**src/rtl/wb_pkg.sv**
```systemverilog
`default_nettype none
// ============================================================================
// Module      : wb_pkg
// Description : Shared types and widths for the register-file writeback path.
// Revision    : 1.0 - initial release
// ============================================================================
package wb_pkg;

    localparam int XLEN       = 32;
    localparam int REG_ADDR_W = 5;

    typedef struct packed {
        logic [REG_ADDR_W-1:0] rd;
        logic [XLEN-1:0]       data;
    } wb_req_t;

    typedef enum logic {
        WB_ALU = 1'b0,
        WB_LSU = 1'b1
    } wb_src_e;

endpackage : wb_pkg
`default_nettype wire

```
**src/rtl/wb_bypass.sv**
```systemverilog
`default_nettype none
// ============================================================================
// Module      : wb_bypass
// Description : Registered compare of the write port against one read address.
// Revision    : 1.0 - initial release
// ============================================================================
module wb_bypass #(
    parameter int XLEN       = 32,
    parameter int REG_ADDR_W = 5
) (
    input  logic                  clk,
    input  logic                  reset,
    input  logic                  wen,
    input  logic [REG_ADDR_W-1:0] waddr,
    input  logic [XLEN-1:0]       wdata,
    input  logic [REG_ADDR_W-1:0] rs,
    output logic                  hit,
    output logic [XLEN-1:0]       data
);

    logic w_hit;

    // The register file returns the pre-write value for a same-edge read.
    assign w_hit = wen && (waddr == rs) && (rs != '0);

    always_ff @(posedge clk) begin
        if (reset) begin
            hit  <= 1'b0;
            data <= '0;
        end else begin
            hit  <= w_hit;
            data <= w_hit ? wdata : '0;
        end
    end

endmodule : wb_bypass
`default_nettype wire

```
**src/rtl/regfile_wb_arbiter.sv**
```systemverilog
`default_nettype none
// ============================================================================
// Module      : regfile_wb_arbiter
// Description : Arbitrates ALU/LSU writeback onto the single register-file
//               write port and produces aligned bypass flags/data.
//               Define WB_RR_ARB_EN for round-robin instead of fixed priority.
// Revision    : 1.0 - initial release
// ============================================================================
module regfile_wb_arbiter #(
    parameter int XLEN       = 32,
    parameter int REG_ADDR_W = 5,
    parameter int STARVE_MAX = 3
) (
    input  logic                  clk,
    input  logic                  reset,
    input  logic                  alu_valid,
    output logic                  alu_ready,
    input  logic [REG_ADDR_W-1:0] alu_rd,
    input  logic [XLEN-1:0]       alu_data,
    input  logic                  lsu_valid,
    output logic                  lsu_ready,
    input  logic [REG_ADDR_W-1:0] lsu_rd,
    input  logic [XLEN-1:0]       lsu_data,
    output logic                  wen,
    output logic [REG_ADDR_W-1:0] waddr,
    output logic [XLEN-1:0]       wdata,
    input  logic [REG_ADDR_W-1:0] rs1,
    input  logic [REG_ADDR_W-1:0] rs2,
    output logic                  byp_rs1_hit,
    output logic [XLEN-1:0]       byp_rs1_data,
    output logic                  byp_rs2_hit,
    output logic [XLEN-1:0]       byp_rs2_data
);

    import wb_pkg::*;

    logic w_alu_win;
    logic w_lsu_win;

`ifdef WB_RR_ARB_EN
    wb_src_e r_last_grant;

    always_comb begin
        w_alu_win = alu_valid;
        if (alu_valid && lsu_valid) begin
            w_alu_win = (r_last_grant == WB_LSU);
        end
    end

    always_ff @(posedge clk) begin
        if (reset) begin
            r_last_grant <= WB_ALU;
        end else if (alu_ready) begin
            r_last_grant <= WB_ALU;
        end else if (lsu_ready) begin
            r_last_grant <= WB_LSU;
        end
    end
`else
    localparam int                 c_CNT_W      = $clog2(STARVE_MAX + 1);
    localparam logic [c_CNT_W-1:0] c_STARVE_MAX = c_CNT_W'(STARVE_MAX);

    logic [c_CNT_W-1:0] r_starve_cnt;

    assign w_alu_win = alu_valid && (!lsu_valid || (r_starve_cnt == c_STARVE_MAX));

    always_ff @(posedge clk) begin
        if (reset) begin
            r_starve_cnt <= '0;
        end else if (alu_valid && !alu_ready) begin
            if (r_starve_cnt != c_STARVE_MAX) begin
                r_starve_cnt <= r_starve_cnt + c_CNT_W'(1);
            end
        end else begin
            r_starve_cnt <= '0;
        end
    end
`endif

    assign w_lsu_win = lsu_valid && !w_alu_win;
    assign alu_ready = !reset && w_alu_win;
    assign lsu_ready = !reset && w_lsu_win;

    // x0 requests are consumed like any other but never reach the array.
    always_comb begin
        wen   = 1'b0;
        waddr = '0;
        wdata = '0;
        if (alu_ready) begin
            wen   = (alu_rd != '0);
            waddr = alu_rd;
            wdata = alu_data;
        end else if (lsu_ready) begin
            wen   = (lsu_rd != '0);
            waddr = lsu_rd;
            wdata = lsu_data;
        end
    end

    wb_bypass #(
        .XLEN       (XLEN),
        .REG_ADDR_W (REG_ADDR_W)
    ) u_byp_rs1 (
        .clk   (clk),
        .reset (reset),
        .wen   (wen),
        .waddr (waddr),
        .wdata (wdata),
        .rs    (rs1),
        .hit   (byp_rs1_hit),
        .data  (byp_rs1_data)
    );

    wb_bypass #(
        .XLEN       (XLEN),
        .REG_ADDR_W (REG_ADDR_W)
    ) u_byp_rs2 (
        .clk   (clk),
        .reset (reset),
        .wen   (wen),
        .waddr (waddr),
        .wdata (wdata),
        .rs    (rs2),
        .hit   (byp_rs2_hit),
        .data  (byp_rs2_data)
    );

endmodule : regfile_wb_arbiter
`default_nettype wire

```
**config.mk**
```make
export PLATFORM = sky130hd
export DESIGN_NAME = regfile_wb_arbiter
export DESIGN_NICKNAME = d
export VERILOG_FILES = /design/src/rtl/wb_pkg.sv /design/src/rtl/wb_bypass.sv /design/src/rtl/regfile_wb_arbiter.sv
export SDC_FILE = /design/constraint.sdc
export NUM_CORES = 1
export LEC_CHECK = 0
export ABC_AREA = 1
export CAP_MARGIN = 5
export CORE_MARGIN = 1.5
export CORE_UTILIZATION = 30
export CTS_CLUSTER_SIZE = 16
export DETAILED_ROUTE_END_ITERATION = 7
export GPL_TIMING_DRIVEN = 0
export HOLD_SLACK_MARGIN = 0.02
export PLACE_DENSITY = 0.67
export SLEW_MARGIN = 0
export SYNTH_ARGS = -nofsm -noshare
export SYNTH_HDL_FRONTEND = slang
export SYNTH_HIERARCHICAL = 1
export SYNTH_SLANG_ARGS = --single-unit
```
**constraint.sdc**
```tcl
create_clock -name clk -period 4.2 [get_ports clk]
set_input_delay 0.42 -clock clk [delete_from_list [all_inputs] [get_ports clk]]
set_output_delay 0.42 -clock clk [all_outputs]
set_load 0.05 [all_outputs]
```
# Word level (Yosys, flattened, before mapping)

Cells that the tools add are included.

Memories kept: 0
Memory bits (writable): 0
Flip-flop bits (word level): 68
ROM bits: 0
Input bits: 88
Bits in latches: 0

Eq/ne operators: 4
Bitwise logic cells: 3
Divide/modulo/power cells: 0
Reduce and logical (&&, ||, !) cells: 21
Multipliers: 0
Order comparisons: 0
Multiplexer cells: 6
Add/sub/neg operators: 1
Shift-type cells: 0

Operator list:

| cell                                                          | number |
|---|---|
| 32-bit 2-to-1 mux                                             | 2 |
| 5-bit nonzero test                                            | 4 |
| 5-bit == test                                                 | 2 |
| 5-bit 2-to-1 mux                                              | 2 |
| 1-bit logical AND                                             | 9 |
| 2-bit OR reduction                                            | 3 |
| 1-bit logical NOT                                             | 4 |
| 1-bit inverter                                                | 3 |
| 2-bit by 1-bit adder with 2-bit output, second input constant | 1 |
| 2-bit == test, second input constant                          | 1 |
| 1-bit 2-to-1 mux                                              | 2 |
| 2-bit != test, second input constant                          | 1 |
| 1-bit logical OR                                              | 1 |

# Logic depth before layout (Yosys ltp)

Gate-level depths: netlist of the first run.

Word-level depth: 13
Mapped depth: 14
Depth with buffers taken out: 12

# By module

The synthesis of the first run kept the hierarchy.

Modules (own cells, without submodules):

| module             | cells an instance | times used | area an instance (sq um) | sequential area each (sq um) |
|---|---|---|---|---|
| wb_bypass          | 135               | 2          | 1278.7                   | 660.6 |
| regfile_wb_arbiter | 147               | 1          | 653.1                    | 40.0 |

# Least setup slack after synthesis of the first run

Ideal clock, no wire load.

Kind: reg-to-reg
From: register r_starve_cnt[0]
To: register u_byp_rs1.data[16]
Path slack: 2005 ps
Data required time: 4127 ps
Period minus slack after synthesis: 2195 ps
Stages on the path, launching flop included: 15
Library setup time: 73 ps
Arrival time: 2122 ps
Path through: dfxtp_1 -> ha_1 -> nand2_1 -> inv_2 -> nor2_4 -> buf_2 -> nand2_1 -> nand2_1 -> inv_1 -> nand2_1 -> nand2_1 -> nor2_2 -> nand3_2 -> buf_6 -> nor3_2

Cells in the longest elaborated chain, start to end: 13
Elaborated cells on any way between the ends: 18
Classes of those cells: eq/ne: 2; mux: 6; bitwise: 1; reduce/logical: 9

Ends and longest elaborated chain:

| element                             | line                     | text |
|---|---|---|
| start: declaration                  | regfile_wb_arbiter.sv:63 | `logic [c_CNT_W-1:0] r_starve_cnt;` |
| start signal: assignment            | regfile_wb_arbiter.sv:72 | `r_starve_cnt <= r_starve_cnt + c_CNT_W'(1);` |
| 2-bit == test (*)                   | regfile_wb_arbiter.sv:65 | `assign w_alu_win = alu_valid && (!lsu_valid \|\| (r_starve_cnt == c_STARVE_MAX));` |
| 1-bit logical OR (*)                | regfile_wb_arbiter.sv:65 |  |
| 1-bit logical AND (*)               | regfile_wb_arbiter.sv:65 |  |
| 1-bit logical NOT                   | regfile_wb_arbiter.sv:80 | `assign w_lsu_win = lsu_valid && !w_alu_win;` |
| 1-bit logical AND                   | regfile_wb_arbiter.sv:80 |  |
| 1-bit logical AND                   | regfile_wb_arbiter.sv:82 | `assign lsu_ready = !reset && w_lsu_win;` |
| 5-bit 2-to-1 mux                    | regfile_wb_arbiter.sv:93 | `end else if (lsu_ready) begin` |
| 5-bit 2-to-1 mux (*)                | regfile_wb_arbiter.sv:89 | `if (alu_ready) begin` |
| named net waddr[0]                  | regfile_wb_arbiter.sv:25 | `output logic [REG_ADDR_W-1:0] waddr,` |
| 5-bit == test (*)                   | wb_bypass.sv:24          | `assign w_hit = wen && (waddr == rs) && (rs != '0);` |
| 1-bit logical AND (*) (2 in series) | wb_bypass.sv:24          |  |
| 1-bit inverter (no line) (*)        | --                       |  |
| 2-bit OR reduction (no line) (*)    | --                       |  |
| end signal: assignment              | wb_bypass.sv:32          | `data <= w_hit ? wdata : '0;` |
| end: declaration                    | wb_bypass.sv:18          | `output logic [XLEN-1:0] data` |

The timed path passes the listed nets; every way through them passes the cells marked *.
A chain may end at the register's enable or synchronous reset.

# Worst setup path in the final report of the first run

From: input port reset
To: output port waddr[2]

Cells in the longest elaborated chain, start to end: 4
Elaborated cells on any way between the ends: 5
Classes of those cells: mux: 2; reduce/logical: 3

Ends and longest elaborated chain:

| element               | line                                               | text |
|---|---|---|
| start: declaration    | regfile_wb_arbiter.sv:15                           | `input logic reset,` |
| 1-bit logical NOT (*) | regfile_wb_arbiter.sv:81, regfile_wb_arbiter.sv:82 |  |
| 1-bit logical AND     | regfile_wb_arbiter.sv:82                           |  |
| 5-bit 2-to-1 mux      | regfile_wb_arbiter.sv:93                           |  |
| 5-bit 2-to-1 mux (*)  | regfile_wb_arbiter.sv:89                           |  |
| end: declaration      | regfile_wb_arbiter.sv:25                           |  |

Mark *: on every way between the ends. The rest lies on a longest branch, timed or not.

==> Flow_metrics.wiki, run 1 <==
{| class="wikitable"
! Metric !! Value
|-
| Run status || completed
|-
| Post-synthesis instance area || 3211 um2
|-
| Post-Place Cells || 746
|-
| Cell Pwr Density || 302.5 nW/um2
|-
| Die height || 106.5 um
|-
| Vias after detailed routing || 3180
|-
| Core outline area || 10370 um2
|-
| Largest vdd supply drop || 0.1368 mV
|-
| Delay of the slowest cell on the worst path || 850 ps
|-
| Chain of cells forming the critical path || clkdlybuf4s50_1 > inv_2 > nand2_1 > nor2_4 > buf_2 > nand2_1 > nand2_1 > clkdlybuf4s50_1
|-
| Yosys top cell area share || 42.40%
|-
| Met2 track utilization from global routing || 30.23%
|-
| Number of storage elements in the synthesis netlist || 68
|-
| Crit Path Max Fanout || 10
|-
| Worst Hold Depth || 1
|-
| Antenna violations before repair || 0
|-
| Mux share of post-synthesis cell area || 0%
|-
| Number of I/O port buffers || 193
|-
| Crit-path most repeated cell || sky130_fd_sc_hd__nand2_1
|-
| Library cell occupying the most area in the post-synthesis netlist || sky130_fd_sc_hd__dfxtp_1
|-
| Final period util || 71.72%
|-
| CTS Root Buffer Type || sky130_fd_sc_hd__clkbuf_8
|-
| First-pass detailed-route iteration total || 4
|-
| Post-synthesis cell type count || 18
|-
| Mapped Cells || 417
|-
| Synthesis-to-layout area growth || 73.50%
|-
| Synth warn || 6
|-
| Post-CTS sizing || 0
|-
| Final Wtd Congestion || 0.7529
|-
| Static leakage || 2.265 nW
|-
| Total chip power || 1.685 mW
|-
| Synth Area in XOR/XNOR || 0%
|-
| Clock period minus final worst setup slack || 3012 ps
|-
| Startpoint of the lowest-slack register-to-register path || r_starve_cnt[0]
|-
| Cell count of the worst reg-to-reg path || 11
|-
| Setup skew after layout || 7.989 ps
|-
| Die Wd || 106.5 um
|-
| Wirelength, routed || 9.897 mm
|-
| Overall track demand over capacity in global routing || 17.15%
|-
| Unrepaired setup endpoints after global routing || false
|-
| Total clock buffers created by CTS || 9
|-
| Vias/cell || 4.173
|-
| Deepest clock path buffer count || 2
|-
| Final standard cell utilization of the core || 53.72%
|-
| Number of design-rule violations left by the first detailed-router iteration || 87
|-
| Final-layout worst hold slack || 452.2 ps
|-
| Leading post-synthesis cells by cell area || sky130_fd_sc_hd__dfxtp_1 42%, sky130_fd_sc_hd__nor3_2 18%, sky130_fd_sc_hd__nand2_1 17%, sky130_fd_sc_hd__inv_1 9.7%, sky130_fd_sc_hd__buf_6 3.5%
|-
| GRT busiest layer || met2
|-
| Initial core utilization || 30.96%
|-
| Number of antenna-violating nets in the routed design || 0
|-
| Max_cap viols || 0
|-
| NumNets Final || 710
|-
| DRC errors left || 0
|-
| Final-report hold violation count || 0
|-
| Fraction of the mapped netlist area in simple logic gates || 40.80%
|-
| Clk_lat worst skew || 340 ps
|-
| CP Data Required Time || 3780 ps
|-
| Post-CTS setup buffer count || 0
|-
| Critical path's slowest cell || sky130_fd_sc_hd__clkdlybuf4s50_1
|-
| Worst-case headroom to the max-slew limit || 63.40%
|-
| Met1 Resource Use GR || 19.26%
|-
| Clock-pin slew of the registers on the worst-case setup and hold paths || 70 ps
|-
| Sequential area share after synthesis || 42.40%
|-
| Compound-gate portion of the synthesized area || 0.7015%
|-
| Max-slew violation count || 0
|-
| Crit path DAT || 2590 ps
|-
| Post-CTS Hold Fix Bufs || 0
|-
| Critical path type || primary input to primary output
|-
| Worst min-delay path startpoint || r_starve_cnt[0]
|-
| Non-Filler Instances || 762
|-
| Critical Path Start Type || primary input
|-
| Avg Synthesized Cell Area || 7.699 um2
|-
| Setup TNS || 0 ps
|-
| Adder and majority gate portion of the synthesized area || 0.3897%
|-
| Level count of the clock H-tree || 3
|-
| Net count of the mapped netlist || 506
|-
| HP Class || flop to flop
|-
| CP startpoint || reset
|-
| First-pass GRT wire length || 14.81 mm
|-
| Slew at the pin closest to its max-slew limit || 547.3 ps
|-
| Vias in the first global route || 3037
|-
| Clock tree from TritonCTS || yes
|-
| Share of post-route cells with drive strength above 1 || 17.41%
|-
| Largest family of logic cells by synthesized area || simple AND/OR/NAND/NOR gates
|-
| Met3 Track Usage GR || 5.518%
|-
| Io pins || 194
|-
| Final number of setup-violating endpoints || 0
|-
| Sort of element at the end of the critical path || primary output
|-
| Total half-perimeter wirelength after legalization and detailed placement || 7.585 mm
|-
| Maximum number of pins on one net before global-route repair || 13
|-
| Total clock sinks || 68
|-
| Sum of overflow across all layers after global routing || 0
|-
| Top achievable clock speed || 332.0 MHz
|-
| Avg WL per Cell || 12.99 um
|-
| Antenna cell count || 0
|-
| Die Outline Area || 11330 um2
|-
| Cell Rows || 37
|}
[critical path: cells and delay by family]
| family | cells | cell delay (ps) |
|---|---|---|
| buffers and inverters | 4 | 1660 |
| AND/OR/NAND/NOR | 4 | 490 |
[cell usage in the layout (no fill, tap or decap), drive strengths merged]
| cell | count |
|---|---|
| a21oi | 3 |
| buf | 20 |
| bufinv | 3 |
| clkbuf | 11 |
| clkdlybuf4s50 | 193 |
| clkinvlp | 1 |
| dfxtp | 68 |
| ha | 1 |
| inv | 88 |
| nand2 | 147 |
| nand3 | 4 |
| nand3b | 1 |
| nor2 | 22 |
| nor3 | 64 |
[through the flow]
step / setup WS (ps) / instance area [um2]
after floorplan: 2005 / 3211
after global placement: 1192 / 5313
after detailed placement: 1196 / 5313
after CTS: 1190 / 5570
after global routing: 1075 / 5570
final: 1188 / 5570
[power breakdown]
part | switching [mW] | internal, mW
clock network | 0.252 | 0.429
registers | 0.000666 | 0.646
logic | 0.211 | 0.146
total | 0.464 | 1.22
[logic make-up after synthesis]
| family | after synthesis |
|---|---|
| buf+inv | 107 |
| compound gates | 3 |
| fa+ha+maj | 1 |
| flops | 68 |
| simple gates | 238 |
[path summary, 6_finish.rpt]
| path | end | slack, ps |
|---|---|---|
| max reg2reg | u_byp_rs1/data[16] | 1910 |
| min reg2reg | r_starve_cnt[0] | 450 |
| min | r_starve_cnt[0] | 450 |
| max | waddr[2] | 1190 |
[layout make-up]
class,instances,area [um2]
repair buffers,193,1932
multi-input cells,242,1345
fillers,976,4800
plain buffers,20,177.7
flip-flops and latches,68,1361
clock inverters,5,106.4
clock buffers,11,151.4
inverters,87,326.6
well taps,136,170.2
[synthesized netlist by cell type]
| library cell | n |
|---|---|
| sky130_fd_sc_hd__ha_1 | 1 |
| sky130_fd_sc_hd__buf_6 | 10 |
| sky130_fd_sc_hd__nand3b_1 | 1 |
| sky130_fd_sc_hd__buf_2 | 4 |
| sky130_fd_sc_hd__nand3_1 | 2 |
| sky130_fd_sc_hd__dfxtp_1 | 68 |
| sky130_fd_sc_hd__nor3_1 | 6 |
| sky130_fd_sc_hd__a21oi_1 | 1 |
| sky130_fd_sc_hd__nand2_1 | 147 |
| sky130_fd_sc_hd__inv_2 | 4 |
| sky130_fd_sc_hd__inv_1 | 83 |
| sky130_fd_sc_hd__nand3_2 | 2 |
| sky130_fd_sc_hd__nor2_2 | 5 |
| sky130_fd_sc_hd__nor2_1 | 15 |
| sky130_fd_sc_hd__a21oi_2 | 2 |
| sky130_fd_sc_hd__nor3_2 | 58 |
| sky130_fd_sc_hd__nor2_4 | 2 |
| sky130_fd_sc_hd__buf_4 | 6 |
[layer usage]
metal | wire (um) | part of all wire [%]
met1 | 4235 | 43
met2 | 4766 | 48
met3 | 695 | 7.0
met4 | 200 | 2.0
met5 | 0 | 0
[registers in the layout (all words and copies together) (netlist names)]
signal / cells
u_byp_rs1/data: 32
u_byp_rs2/hit: 1
u_byp_rs1/hit: 1
r_starve_cnt: 2
u_byp_rs2/data: 32
Power figures use the tool's default switching activity.
==> run 2: changes to the inputs <==
Settings changed: PLACE_DENSITY 0.67 to 0.69.
Clock period 4.2 ns to 2.55 ns, I/O delays scaled along.
==> run 2 against run 1 <==
Compared with the run above: worst setup slack worse by 1000 ps; cell area down 2.3%; combinational power up 57%; cell count down 0.13%; critical path depth up 1; sequential cell count unchanged; global-route usage up 0.13 points; sequential share of layout area up 0.57 points; largest power group is now registers; highest routed layer unchanged; count of clock-buffer cells in the layout down 1; die area unchanged; utilization down 1.2 points; non-clock buffer count unchanged.
==> Flow_metrics.wiki, run 2 (synthesis gave the netlist of run 1 again) <==
{| class="wikitable"
! Metric !! Value
|-
| Run status || completed
|-
| Overall track demand over capacity in global routing || 17.28% (+0.13 points)
|-
| Cell count of the worst reg-to-reg path || 14 (+3)
|-
| Core outline area || 10370 um2 (unchanged)
|-
| Post-route setup slack || 154.7 ps (-1033 ps)
|-
| Maximum number of pins on one net before global-route repair || 12 (-1)
|-
| Unrepaired setup endpoints after global routing || false
|-
| Worst min-delay path startpoint || r_starve_cnt[0]
|-
| Avg WL per Cell || 12.74 um (-1.9%)
|-
| Max_cap viols || 0 (unchanged)
|-
| Share of post-route cells with drive strength above 1 || 17.92% (+0.51 points)
|-
| Footprint of the multi-input gates || 1345 um2 (unchanged)
|-
| Final Wtd Congestion || 0.7802 (+3.6%)
|-
| Most frequent cells in the layout || 153 x sky130_fd_sc_hd__clkdlybuf4s50_1, 147 x sky130_fd_sc_hd__nand2_1, 83 x sky130_fd_sc_hd__inv_1
|-
| Total chip power || 2.461 mW (+46%)
|-
| Vias/cell || 4.234 (+1.5%)
|-
| Number of design-rule violations left by the first detailed-router iteration || 113 (+30%)
|-
| Synthesis-to-layout area growth || 69.52%
|-
| Cell Pwr Density || 452.2 nW/um2 (+49%)
|-
| Setup skew after layout || 9.137 ps (+1.147 ps)
|-
| Crit Path Max Fanout || 10 (unchanged)
|-
| Final number of setup-violating endpoints || 0 (unchanged)
|-
| Static leakage || 2.366 nW (+4.5%)
|-
| Chain of cells forming the critical path || ha_1 > nand2_1 > inv_2 > nor2_4 > buf_6 > buf_6 > nand2_1 > nand2_1 > clkdlybuf4s15_1
|-
| Post-CTS Hold Fix Bufs || 0 (unchanged)
|-
| Critical path's slowest cell || sky130_fd_sc_hd__clkdlybuf4s15_1
|-
| GRT busiest layer || met2
|-
| Worst Hold Depth || 1 (unchanged)
|-
| Final-report hold violation count || 0 (unchanged)
|-
| HP Class || flop to flop
|-
| Deepest clock path buffer count || 2 (unchanged)
|-
| Delay of the slowest cell on the worst path || 510 ps (-340 ps)
|-
| Vias after detailed routing || 3222 (+1.3%)
|-
| Top achievable clock speed || 417.5 MHz
|-
| Clk_lat worst skew || 330 ps (about the same)
|-
| Met2 track utilization from global routing || 30.60% (+0.37 points)
|-
| Wirelength, routed || 9.696 mm (-2.0%)
|-
| First-pass GRT wire length || 15.28 mm (+3.1%)
|-
| Total half-perimeter wirelength after legalization and detailed placement || 7.615 mm (+0.40%)
|-
| Most common cell after layout, fill and taps aside || sky130_fd_sc_hd__clkdlybuf4s50_1
|-
| Met3 Track Usage GR || 5.641% (+0.12 points)
|-
| Buffering stage count on the worst path with inverters included || 4 (unchanged)
|-
| Worst path depth || 9 (+1)
|-
| Die Outline Area || 11330 um2 (unchanged)
|-
| Initial core utilization || 30.96% (unchanged)
|-
| Die height || 106.5 um (unchanged)
|-
| DRC errors left || 0 (unchanged)
|-
| Die Wd || 106.5 um (unchanged)
|-
| Number of antenna-violating nets in the routed design || 0 (unchanged)
|-
| Delay-heaviest family, CP || buffers and inverters
|-
| CP Data Required Time || 2300 ps (-1480 ps)
|-
| Number of I/O port buffers || 193 (unchanged)
|-
| Io pins || 194 (unchanged)
|-
| NumNets Final || 710 (unchanged)
|-
| Final period util || 93.93%
|-
| Post-CTS setup buffer count || 0 (unchanged)
|-
| Total clock buffers created by CTS || 9 (unchanged)
|-
| First-pass detailed-route iteration total || 4 (unchanged)
|-
| Sort of element at the end of the critical path || primary output
|-
| Setup Slack @ Placement || -137.8 ps (-1334 ps)
|-
| CTS Root Buffer Type || sky130_fd_sc_hd__clkbuf_8
|-
| Largest vdd supply drop || 0.2660 mV (+94%)
|-
| Terminus of the critical flop-to-flop path || u_byp_rs1/data[13]
|-
| Crit path DAT || 2140 ps (-450 ps)
|-
| Critical path type || flop to primary output
|-
| Cell Rows || 37 (unchanged)
|-
| Worst-case headroom to the max-slew limit || 62.70% (-0.70 points)
|-
| Number of fillers in the final layout || 996 (+2.0%)
|-
| Total clock sinks || 68 (unchanged)
|-
| Sum of overflow across all layers after global routing || 0 (unchanged)
|-
| Seq. cell area || 1361 um2 (unchanged)
|-
| Antenna violations before repair || 0 (unchanged)
|-
| Startpoint of the lowest-slack register-to-register path || r_starve_cnt[0]
|-
| Biggest registers after layout || u_byp_rs1/data (32), u_byp_rs2/data (32), r_starve_cnt (2)
|-
| Clock tree from TritonCTS || yes
|-
| Clock period minus final worst setup slack || 2395 ps
|-
| Max-slew violation count || 0 (unchanged)
|-
| Antenna cell count || 0 (unchanged)
|-
| Setup slack, reg-to-reg || 280 ps (-1630 ps)
|-
| Crit-path most repeated cell || sky130_fd_sc_hd__nand2_1
|-
| Met1 Resource Use GR || 19.37% (+0.11 points)
|-
| Clock-pin slew of the registers on the worst-case setup and hold paths || 60 ps (about the same)
|-
| Critical Path Start Type || flop
|-
| Worst Hold Endpoint || r_starve_cnt[0]
|-
| Level count of the clock H-tree || 3 (unchanged)
|-
| Vias in the first global route || 3275 (+7.8%)
|-
| Slew at the pin closest to its max-slew limit || 557.8 ps (+10.53 ps)
|}
[run 2: layout make-up]
cell class | instances | area share, %
multi-input cells | 242 | 24.71
plain buffers | 20 | 3.264
inverters | 87 | 6.000
clock inverters | 5 | 0.9885
clock buffers | 10 | 2.345
repair buffers | 193 | 34.55
flip-flops and latches | 68 | 25.01
well taps | 136 | 3.126
[run 2: through the flow]
step	instance area (um2)	instances	TNS (ps)	util, %	hold WS, ps
6_report	5443	761	0	52.49	436.2
5_1_grt	5443	761	0	52.49	464.0
4_1_cts	5446	761	0	52.52	442.6
3_5_place_dp	5313	746	-1005	51.23	432.9
3_3_place_gp	5313	746	-919.7	51.23	404.8
2_1_floorplan	3211	417	0	-	398.2
[run 2: worst max path at each step]
stage | endpoint | startpoint | slack, ps
2_1_floorplan | u_byp_rs1/data[16] | r_starve_cnt[0] | 350
4_1_cts | waddr[2] | r_starve_cnt[0] | 40
3_5_place_dp | waddr[0] | reset | -140
6_report | wdata[12] | r_starve_cnt[0] | 150
5_1_grt | wdata[16] | r_starve_cnt[0] | 0.3
3_3_place_gp | waddr[0] | reset | -130
[run 2: what timing repair did]
action	CTS	global route
gates resized for setup	38	20
hold endpoints to repair	0	0
pin swaps	0	0
endpoints found under the setup margin	38	15
[run 2: power breakdown]
part           internal [mW]  switching [mW]  total [mW]
combinational          0.216           0.344       0.560
sequential              1.06        0.000984        1.07
clock                  0.443           0.393       0.836
[run 2: worst register-to-register path: cells and delay by family (launching register included)]
kind / cells / cell delay (ps)
buffers and inverters: 4 / 590
DFF: 1 / 320
adders and majority gates: 1 / 240
and+or+nand+nor: 9 / 1050
[run 2: layer usage]
| metal | wire length (um) | vias up |
|---|---|---|
| met3 | 807 | 10 |
| met5 | 0 | - |
| met1 | 3994 | 1447 |
| li1 | - | 1638 |
| met4 | 133 | 0 |
| met2 | 4761 | 127 |
==> run 3: changes to the inputs <==
Settings changed: CORE_MARGIN 1.5 to 2.
==> run 3 against run 2 <==
Compared with the run above: sequential cell count unchanged; cell count rose by 0.13%; via count is 1.6% lower; worst setup slack worse by 43 ps; count of clock-buffer cells in the layout up 1; cell area increased by 0.53%; fmax shrank 1.8%; hold slack worse by 13 ps; die area rose by 1.9%.
==> Flow_metrics.wiki, run 3 (synthesis gave the netlist of run 1 again) <==
{| class="wikitable"
! Metric !! Value
|-
| Run status || completed
|-
| Clk_lat worst skew || 330 ps (about the same)
|-
| Maximum number of pins on one net before global-route repair || 13 (+1)
|-
| Total chip power || 2.587 mW (+5.1%)
|-
| Level count of the clock H-tree || 3 (unchanged)
|-
| Setup skew after layout || 9.941 ps (+0.8045 ps)
|-
| Total clock sinks || 68 (unchanged)
|-
| Clock period minus final worst setup slack || 2438 ps (+43.06 ps)
|-
| Avg WL per Cell || 13.01 um (+2.1%)
|-
| Static leakage || 2.366 nW (about the same)
|-
| CP startpoint || r_starve_cnt[1]
|-
| Post-route design area || 5472 um2 (+0.53%)
|-
| Setup TNS || 0 ps (unchanged)
|-
| Final-report hold violation count || 0 (unchanged)
|-
| Top achievable clock speed || 410.1 MHz (-1.8%)
|-
| Share of post-route cells with drive strength above 1 || 17.89% (-0.029 points)
|-
| Vias/cell || 4.159 (-1.8%)
|-
| Biggest registers after layout || u_byp_rs1/data (32), u_byp_rs2/data (32), r_starve_cnt (2)
|-
| Deepest clock path buffer count || 2 (unchanged)
|-
| Vias in the first global route || 3128 (-4.5%)
|-
| Crit path DAT || 2180 ps (+40 ps)
|-
| Slew at the pin closest to its max-slew limit || 542.3 ps (-15.47 ps)
|-
| Max-slew violation count || 0 (unchanged)
|-
| Crit Path Max Fanout || 10 (unchanged)
|-
| Total clock buffers created by CTS || 9 (unchanged)
|-
| Antenna cell count || 0 (unchanged)
|-
| Most common cell after layout, fill and taps aside || sky130_fd_sc_hd__clkdlybuf4s50_1
|-
| Overall track demand over capacity in global routing || 17.10% (-0.18 points)
|-
| Clock tree from TritonCTS || yes
|-
| Final Wtd Congestion || 0.8030 (+2.9%)
|-
| Wirelength, routed || 9.917 mm (+2.3%)
|-
| Clock-pin slew of the registers on the worst-case setup and hold paths || 70 ps (about the same)
|-
| Post-CTS setup buffer count || 0 (unchanged)
|-
| Critical Path Start Type || flop
|-
| Sum of overflow across all layers after global routing || 0 (unchanged)
|-
| Vias after detailed routing || 3169 (-1.6%)
|-
| Io pins || 194 (unchanged)
|-
| Cell count of the worst reg-to-reg path || 14 (unchanged)
|-
| Die Outline Area || 11550 um2 (+1.9%)
|-
| Die height || 107.5 um (+0.94%)
|-
| Number of fillers in the final layout || 1021 (+2.5%)
|-
| HP Class || flop to flop
|-
| Max_cap viols || 0 (unchanged)
|-
| Antenna violations before repair || 0 (unchanged)
|-
| Terminus of the critical flop-to-flop path || u_byp_rs1/data[3]
|-
| Sort of element at the end of the critical path || primary output
|-
| Synthesis-to-layout area growth || 70.42%
|-
| CTS Root Buffer Type || sky130_fd_sc_hd__clkbuf_8
|-
| Largest vdd supply drop || 0.2815 mV (+5.8%)
|-
| Number of design-rule violations left by the first detailed-router iteration || 85 (-25%)
|-
| Initial core utilization || 30.96% (unchanged)
|-
| Unrepaired setup endpoints after global routing || false
|-
| Final period util || 95.62% (+1.7 points)
|-
| First-pass GRT wire length || 15.24 mm (-0.22%)
|-
| Core outline area || 10370 um2 (unchanged)
|-
| CP Data Required Time || 2300 ps (about the same)
|-
| Setup slack, reg-to-reg || 300 ps (+20 ps)
|-
| First-pass detailed-route iteration total || 4 (unchanged)
|-
| Most frequent cells in the layout || 154 x sky130_fd_sc_hd__clkdlybuf4s50_1, 147 x sky130_fd_sc_hd__nand2_1, 83 x sky130_fd_sc_hd__inv_1
|-
| Worst-case headroom to the max-slew limit || 63.73% (+1.0 points)
|-
| Number of antenna-violating nets in the routed design || 0 (unchanged)
|-
| Capturing element of the worst setup path || alu_ready
|-
| NumNets Final || 710 (unchanged)
|-
| Startpoint of the lowest-slack register-to-register path || r_starve_cnt[0]
|-
| Critical path type || flop to primary output
|-
| Number of I/O port buffers || 193 (unchanged)
|-
| Final standard cell utilization of the core || 52.76% (+0.28 points)
|-
| Final number of setup-violating endpoints || 0 (unchanged)
|-
| DRC errors left || 0 (unchanged)
|-
| Total half-perimeter wirelength after legalization and detailed placement || 7.834 mm (+2.9%)
|-
| Placed standard-cell area || 5313 um2 (unchanged)
|-
| Die Wd || 107.5 um (+0.94%)
|-
| Cell Rows || 37 (unchanged)
|-
| Cell Pwr Density || 472.8 nW/um2 (+4.6%)
|}
run 3: cell types whose count changed in the layout (fill, tap and decap cells not counted):
cell / delta
sky130_fd_sc_hd__clkdlybuf4s50_1: +1
sky130_fd_sc_hd__clkdlybuf4s15_1: -3
sky130_fd_sc_hd__dlymetal6s2s_1: -1
sky130_fd_sc_hd__inv_6: +1
sky130_fd_sc_hd__clkinvlp_4: +1
sky130_fd_sc_hd__clkinv_2: -3
sky130_fd_sc_hd__bufinv_16: +1
sky130_fd_sc_hd__dlygate4sd2_1: +3
sky130_fd_sc_hd__clkbuf_1: +1
run 3: worst max-delay path, cell delays in order (launching register included):
cell and delay, ps:
sky130_fd_sc_hd__dfxtp_1 340, sky130_fd_sc_hd__ha_1 230, sky130_fd_sc_hd__nor2_2 80, sky130_fd_sc_hd__nor2_4 100, sky130_fd_sc_hd__buf_2 240, sky130_fd_sc_hd__clkdlybuf4s50_1 850
run 3: stage by stage:
stage | hold WS, ps | std cells | setup WS, ps
finish | 423.5 | 762 | 111.7
global placement | 405.9 | 746 | -127.6
global route | 447.5 | 762 | 3.674
floorplan | 398.2 | 417 | 354.6
CTS | 430.9 | 762 | 50.19
detailed placement | 420.1 | 746 | -126.6
run 3: final cells by class:
| cell class | instances | area, um2 | share of cell area [%] |
|---|---|---|---|
| well taps | 136 | 170.2 | 3.110 |
| repair buffers | 193 | 1874 | 34.26 |
| flip-flops and latches | 68 | 1361 | 24.88 |
| plain buffers | 20 | 177.7 | 3.247 |
| inverters | 87 | 326.6 | 5.968 |
| multi-input cells | 242 | 1345 | 24.58 |
| clock buffers | 11 | 131.4 | 2.401 |
| clock inverters | 5 | 85.08 | 1.555 |
run 3: how the worst min path moves through the flow:
stage / start / depth (start not counted) / endpoint
floorplan: r_starve_cnt[0] / 1 / r_starve_cnt[0]
global placement: r_starve_cnt[0] / 1 / r_starve_cnt[0]
detailed placement: r_starve_cnt[0] / 1 / r_starve_cnt[0]
CTS: r_starve_cnt[0] / 1 / r_starve_cnt[0]
global route: r_starve_cnt[0] / 1 / r_starve_cnt[0]
finish: r_starve_cnt[0] / 1 / r_starve_cnt[0]
run 3: routing by layer:
layer | wire, um | GRT usage [%]
met5 | 0 | 0
met4 | 121 | 5.128
met3 | 719 | 5.690
met2 | 5011 | 30.47
met1 | 4064 | 19.31
run 3: repair_timing:
action / in CTS / in global routing
setup endpoints to repair: 38 / 11
hold buffers: 0 / 0
gates resized for setup: 38 / 16
gates cloned: 0 / 0
run 3: power breakdown:
part	internal, mW	switching (mW)	leakage (nW)	total (mW)
Combinational	0.215	0.345	1.71	0.560
Clock	0.557	0.405	0.104	0.962
Sequential	1.06	0.000939	0.548	1.06
